[src/rtl/sync_fifo_param.sv]
// Parametrised single-clock FIFO with occupancy count, threshold flags,
// synchronous flush and sticky overflow/underflow error flags.
module sync_fifo_param #(
  parameter int DATA_WIDTH = 16,
  parameter int DEPTH      = 8,
  parameter int AFULL_THR  = DEPTH - 2,
  parameter int AEMPTY_THR = 2
) (
  input  logic                     clk,
  input  logic                     rst,
  input  logic                     CLEAR,
  input  logic                     PUSH,
  input  logic [DATA_WIDTH-1:0]    DATA,
  input  logic                     POP,
  output logic [DATA_WIDTH-1:0]    DATA_OUT,
  output logic                     DATA_VALID,
  output logic [$clog2(DEPTH):0]   COUNT,
  output logic                     FULL,
  output logic                     EMPTY,
  output logic                     ALMOST_FULL,
  output logic                     ALMOST_EMPTY,
  output logic                     OVERFLOW,
  output logic                     UNDERFLOW
);

  localparam int AW = $clog2(DEPTH);
  localparam int CW = AW + 1;
  localparam logic [CW-1:0] DEPTH_C  = CW'(DEPTH);
  localparam logic [CW-1:0] AFULL_C  = CW'(AFULL_THR);
  localparam logic [CW-1:0] AEMPTY_C = CW'(AEMPTY_THR);

  logic [DATA_WIDTH-1:0] mem [DEPTH];
  logic [AW-1:0]         wr_ptr;
  logic [AW-1:0]         rd_ptr;
  logic                  push_acc;
  logic                  pop_acc;

  function automatic logic [CW-1:0] next_count(input logic [CW-1:0] cnt,
                                               input logic psh, input logic pp);
    case ({psh, pp})
      2'b10:   next_count = cnt + CW'(1);
      2'b01:   next_count = cnt - CW'(1);
      default: next_count = cnt;
    endcase
  endfunction

  assign FULL         = (COUNT == DEPTH_C);
  assign EMPTY        = (COUNT == '0);
  assign ALMOST_FULL  = (COUNT >= AFULL_C);
  assign ALMOST_EMPTY = (COUNT <= AEMPTY_C);

  // A pop frees a slot in the same cycle, so a full FIFO can accept push+pop.
  assign pop_acc  = POP & ~EMPTY;
  assign push_acc = PUSH & (~FULL | pop_acc);

  // Storage: no reset, write suppressed by flush
  always_ff @(posedge clk) begin
    if (push_acc && !CLEAR)
      mem[wr_ptr] <= DATA;
  end

  // Control and registered read port
  always_ff @(posedge clk or posedge rst) begin
    if (rst) begin
      wr_ptr     <= '0;
      rd_ptr     <= '0;
      COUNT      <= '0;
      DATA_OUT   <= '0;
      DATA_VALID <= 1'b0;
      OVERFLOW   <= 1'b0;
      UNDERFLOW  <= 1'b0;
    end else if (CLEAR) begin
      wr_ptr     <= '0;
      rd_ptr     <= '0;
      COUNT      <= '0;
      DATA_VALID <= 1'b0;
      OVERFLOW   <= 1'b0;
      UNDERFLOW  <= 1'b0;
    end else begin
      DATA_VALID <= pop_acc;
      if (push_acc)
        wr_ptr <= wr_ptr + AW'(1);
      if (pop_acc) begin
        DATA_OUT <= mem[rd_ptr];
        rd_ptr   <= rd_ptr + AW'(1);
      end
      COUNT <= next_count(COUNT, push_acc, pop_acc);
      if (PUSH && !push_acc)
        OVERFLOW <= 1'b1;
      if (POP && EMPTY)
        UNDERFLOW <= 1'b1;
    end
  end

endmodule
[config.mk]
export PLATFORM = sky130hd
export DESIGN_NAME = sync_fifo_param
export DESIGN_NICKNAME = d
export VERILOG_FILES = /design/src/rtl/sync_fifo_param.sv
export SDC_FILE = /design/constraint.sdc
export NUM_CORES = 1
export LEC_CHECK = 0
export ABC_AREA = 1
export ABC_CLOCK_PERIOD_IN_PS = 5000
export CELL_PAD_IN_SITES_DETAIL_PLACEMENT = 1
export CELL_PAD_IN_SITES_GLOBAL_PLACEMENT = 1
export CORE_MARGIN = 3
export CORE_UTILIZATION = 45
export CTS_CLUSTER_SIZE = 24
export DETAILED_ROUTE_END_ITERATION = 8
export PLACE_DENSITY_LB_ADDON = 0.1
export SLEW_MARGIN = 20
export SYNTH_ARGS = -nofsm -noshare
export SYNTH_HDL_FRONTEND = slang
export SYNTH_SLANG_ARGS = --single-unit
[constraint.sdc]
create_clock -name clk -period 5 [get_ports clk]
set_input_delay 1 -clock clk [delete_from_list [all_inputs] [get_ports clk]]
set_output_delay 1 -clock clk [all_outputs]
set_load 0.1 [all_outputs]
# --- Yosys cells after proc, flatten, opt, wreduce, memory -nomap -nowiden ---
# Memory sizes are Yosys's and may differ from the RTL's. A register that Yosys moved wholly into a read port is not among the register bits.
# Cells that the tools add are included.
totals:
  ff_bits: 13
  ramBits: 128
  in_bits: 21
  output_inout_bits: 27
  elab_cells: 47
  mem_count: 1
op_classes:
  n_addsub: 4
  magnitude_cmp: 2
  n_eq_ne: 3
  n_mux: 13
  n_bitwise: 6
  reduce_logical: 12
memory_table:
  columns: ["name", "depth", "word_bits", "read_ports", "rd_ports_with_merged_regs", "write_ports", "line", "text"]
  rows:
  - ["mem", 8, 16, 1, 1, 1, "32", "logic [DATA_WIDTH-1:0] mem [DEPTH];"]
ops:
  columns: ["cell", "n"]
  rows:
  - ["$mux 3", 4]
  - ["$pmux 4 s2", 1]
  - ["$reduce_bool 2->1", 4]
  - ["$mux 1", 7]
  - ["$add 3x1->3 const B", 2]
  - ["$add 4x1->4 const B", 1]
  - ["$eq 4x4->1 const B", 1]
  - ["$ge 4x3->1 const B", 1]
  - ["$le 4x2->1 const B", 1]
  - ["$logic_not 4->1", 1]
  - ["$mux 4", 1]
  - ["$sub 4x1->4 const B", 1]
  - ["$logic_and 1x1->1", 3]
  - ["$not 1->1", 3]
  - ["$reduce_bool 3->1", 1]
  - ["$and 1x1->1", 2]
  - ["$eq 2x1->1 const B", 1]
  - ["$eq 2x2->1 const B", 1]
  - ["$logic_not 1->1", 2]
  - ["$reduce_and 2->1", 1]
  - ["$or 1x1->1", 1]

# --- Longest topological paths before layout ---
depth:
  depth_word: 9
  mapped_depth: 13
  mapped_depth_nobuf: 13

# --- Worst setup path before layout ---
# Ideal clock, no wire load.
synth_timing:
  path_type: "reg2out"
  startpoint: "register COUNT[1]"
  endpoint: "output ALMOST_FULL"
  t_arrival_ns: 3.301
  required_time_ns: 4.000
  path_slack_ns: 0.699
  path_stages_with_launch: 3
  path_buffers: 0
  path_cell_list: "dfrtp_1 -> inv_1 -> o21ai_0"
synth_via:
  elab_chain_len: 1
synth_lines:
  columns: ["item", "line", "text"]
  rows:
  - ["start: declaration", "17", "output logic [$clog2(DEPTH):0] COUNT,"]
  - ["start signal: assignment", "87", "COUNT <= next_count(COUNT, push_acc, pop_acc);"]
  - ["$ge 4x3->1", "49", "assign ALMOST_FULL = (COUNT >= AFULL_C);"]
  - ["end: declaration", "20", "output logic ALMOST_FULL,"]
# No other way between the ends.

# --- Worst setup path after layout ---
layout_timing:
  startpoint: "register COUNT[0]"
  endpoint: "output FULL"
layout_via:
  elab_chain_len: 1
layout_lines:
  columns: ["item", "line", "text"]
  rows:
  - ["$eq 4x4->1", "47", "assign FULL = (COUNT == DEPTH_C);"]
  - ["end: declaration", "18", "output logic FULL,"]
# No other way between the ends.

==> metrics.md <==
| Metric | Value |
|---|---|
| Hold Path Class | `flip-flop to flip-flop` |
| Status | `completed` |
| Switching Share | `0.397` |
| Clk pwr share | `0.293` |
| Synth top area cells | `edfxtp_1, dfrtp_1, nor2_1` |
| Multi-input logic area | `1590 sq um` |
| Die Y | `between 100 and 150 microns` |
| WL met2 | `7760 microns` |
| Routed via count | `4251` |
| H-tree Lvls | `4` |
| Commonest cells in the netlist | `edfxtp_1, nor2_1, o21ai_0` |
| Post-Route Setup TNS | `0 ns` |
| Final hold viol count | `0` |
| IO Pins | `between 40 and 50` |
| Initial DRC count | `253` |
| Post-synth EDFFs | `128` |
| Ant. Diodes | `0` |
| Critical Path Fanout Max | `6` |
| Antenna-violating nets left | `0` |
| P&R area growth vs syn | `18.9%` |
| Non-Filler Instances | `774` |
| Primary FF master, synth | `edfxtp_1` |
| Worst Max-Slew Pin Slew | `1.04 ns` |
| M1 wire length | `6750 microns` |
| Post-CTS Setup Inserts | `0` |
| IO buf count | `47` |
| TritonCTS Sinks | `157` |
| DR DRC count | `0` |
| Sequential Area | `4570 sq um` |
| Placement Rows | `42` |
| Syn Nets | `560` |
| Fmax | `290 MHz` |
| Synthesized area | `6410 sq um` |
| RSZ-0062 raised after global routing | `no` |
| Synth unique cells | `33` |
| Critical Path RT | `~4.0 ns` |
| Wire length on met3 | `694 microns` |
| Via/cell ratio | `~5.5` |
| CTS Buffer Depth | `2` |
| WP data arrival | `2.45 ns` |
| Tcrit/Tclk final | `0.689` |
| Peak supply drop | `0.240 mV` |
| 1st-pass router iterations | `4` |
| YS warnings | `0` |
| Clk_lat worst skew | `0.42 ns` |
| Pre-CTS setup slack | `roughly 1.5 ns` |
| Most common cell in the synthesized netlist | `edfxtp_1` |
| Relative slew slack | `0.303` |
| Syn Area/Cell | `12.0 sq um` |
| Layout cell share with drive strength beyond 1 | `0.0853` |
| Core area | `13600 sq um` |
| Hold Buf Count CTS | `0` |
| CP endpoint kind | `primary output` |
| Leakage power | `2.81 nW` |
| Comb pwr share | `0.357` |
| Cell Pwr Density | `just over 600 nW/um^2` |
| Remaining global-route overflow | `0` |
| Total wire length | `15400 microns` |
| Crit path launch type | `flip-flop` |
| Die X | `125 microns` |
| Fill count | `1409` |
| Setup CP Type | `flip-flop to primary output` |
| Clock Pin Slew Worst Setup and Hold Paths | `0.06 ns` |
| Fin worst setup slack | `1.55 ns` |
| Post-synth top area share | `0.600` |
| Largest net degree at the start of global routing | `67` |
| Routed len/inst | `19.9 microns` |
| NetSw | `1.83 mW` |
| Fin crit period | `roughly 3.4 ns` |
| Final nets | `612` |
| Vias in the first global route | `4400` |
| Async SR Flop Fraction | `0.185` |
| Clock Skew | `~0.006 ns` |
| Leading area contributor after synthesis | `edfxtp_1` |
| Synth Instances | `534` |
| Uppermost layer routed | `met4` |
| Fin. max-slew vios | `0` |
| Die Area | `about 16000 sq um` |
| Sequential area share after synthesis | `0.713` |
| CTS root buffer | `clkbuf_16` |
| Power Internal | `2.77 mW` |
| Post-DP HPWL | `roughly 9300 microns` |
| CTS tree | `done` |
| Post-CTS Resized | `0` |
| Final core occ | `0.562` |
| Post-DP Area | `7010 sq um` |
| Fin area | `7620 sq um` |
| GPL Wtd Cong | `0.731` |
| CTS Buf Count | `17` |
| GRT Util Overall | `0.204` |
| First-pass GRT wire length | `24300 microns` |
| Final setup fails | `0` |
| Sequential Power Share | `0.350` |
| Register bit count reported by yosys | `157` |
| Initial antenna violation count | `0` |
| Starting Density | `0.473` |
| Inst Count DP | `743` |
| Max-cap viol count | `0` |
[power groups by stage]
stage	clock network, mW	registers (mW)	logic [mW]
floorplan	0	2.19	0.725
global placement	0	1.63	1.62
detailed placement	0	1.64	1.65
CTS	1.37	1.61	1.66
global route	1.43	1.63	1.76
finish	1.35	1.61	1.64
[stage by stage]
stage                     hold slack [ns]  total power, mW
after floorplan                     0.561             2.91
after CTS                           0.484             4.65
after global routing                0.500             4.82
after detailed placement            0.469             3.29
after global placement              0.462             3.25
final                               0.478             4.60
[state kept, by name, indices dropped and copies added, names as in the netlist]
register	count
mem	128
DATA_OUT	16
COUNT	4
rd_ptr	3
wr_ptr	3
DATA_VALID	1
OVERFLOW	1
UNDERFLOW	1
[path summary, 6_finish.rpt]
check,slack (ns),cells after the start,from,endpoint
setup / recovery,1.55,4,COUNT[0],FULL
hold / removal,0.48,2,DATA_OUT[13],DATA_OUT[13]
setup reg to reg,2.43,4,rd_ptr[2],DATA_OUT[8]
hold reg to reg,0.48,2,DATA_OUT[13],DATA_OUT[13]
max in group asynchronous,3.57,2,rst,rd_ptr[0]
min in group asynchronous,0.99,2,rst,DATA_OUT[7]
[final cells by class]
class,instances,share of cell area
sequential,157,0.600
multi-input combinational,333,0.209
timing repair buffer,58,0.0726
clock buffer,21,0.0578
tap,176,0.0289
clock inverter,10,0.0223
inverter,19,0.0100
[kinds of logic after synthesis]
family	share of synthesized area
AO/OA/AOI/OAI	0.0799
XOR/XNOR	0.00273
adder cells (fa/ha/maj)	0.0109
buffers and inverters	0.0389
flip-flops	0.713
AND/OR/NAND/NOR	0.154
[layout by cell type, fill, tap and decap left out, types with 5 or more instances in the layout]
| cell | n |
|---|---|
| nand3_1 | 44 |
| dfrtp_1 | 28 |
| bufinv_16 | 5 |
| nor2_1 | 122 |
| edfxtp_1 | 128 |
| clkinv_1 | 5 |
| clkbuf_16 | 17 |
| buf_4 | 11 |
| o21ai_0 | 69 |
| nand2_1 | 55 |
| o211ai_1 | 16 |
| clkdlybuf4s50_1 | 47 |
| inv_1 | 13 |
[metal layers]
layer | up-vias | global-route usage
li1 | 1978 | -
met1 | 2147 | 0.265
met2 | 105 | 0.345
met3 | 21 | 0.0435
met4 | 0 | 0.0651
met5 | - | 0
[worst max-delay path, cell delays in order (launching register included)]
cell and delay [ns]:
dfrtp_1 0.48, nor2_4 0.19, nand3_1 0.13, inv_1 0.09, clkdlybuf4s50_1 1.13
Note: power is estimated with default switching activity, not from simulation.
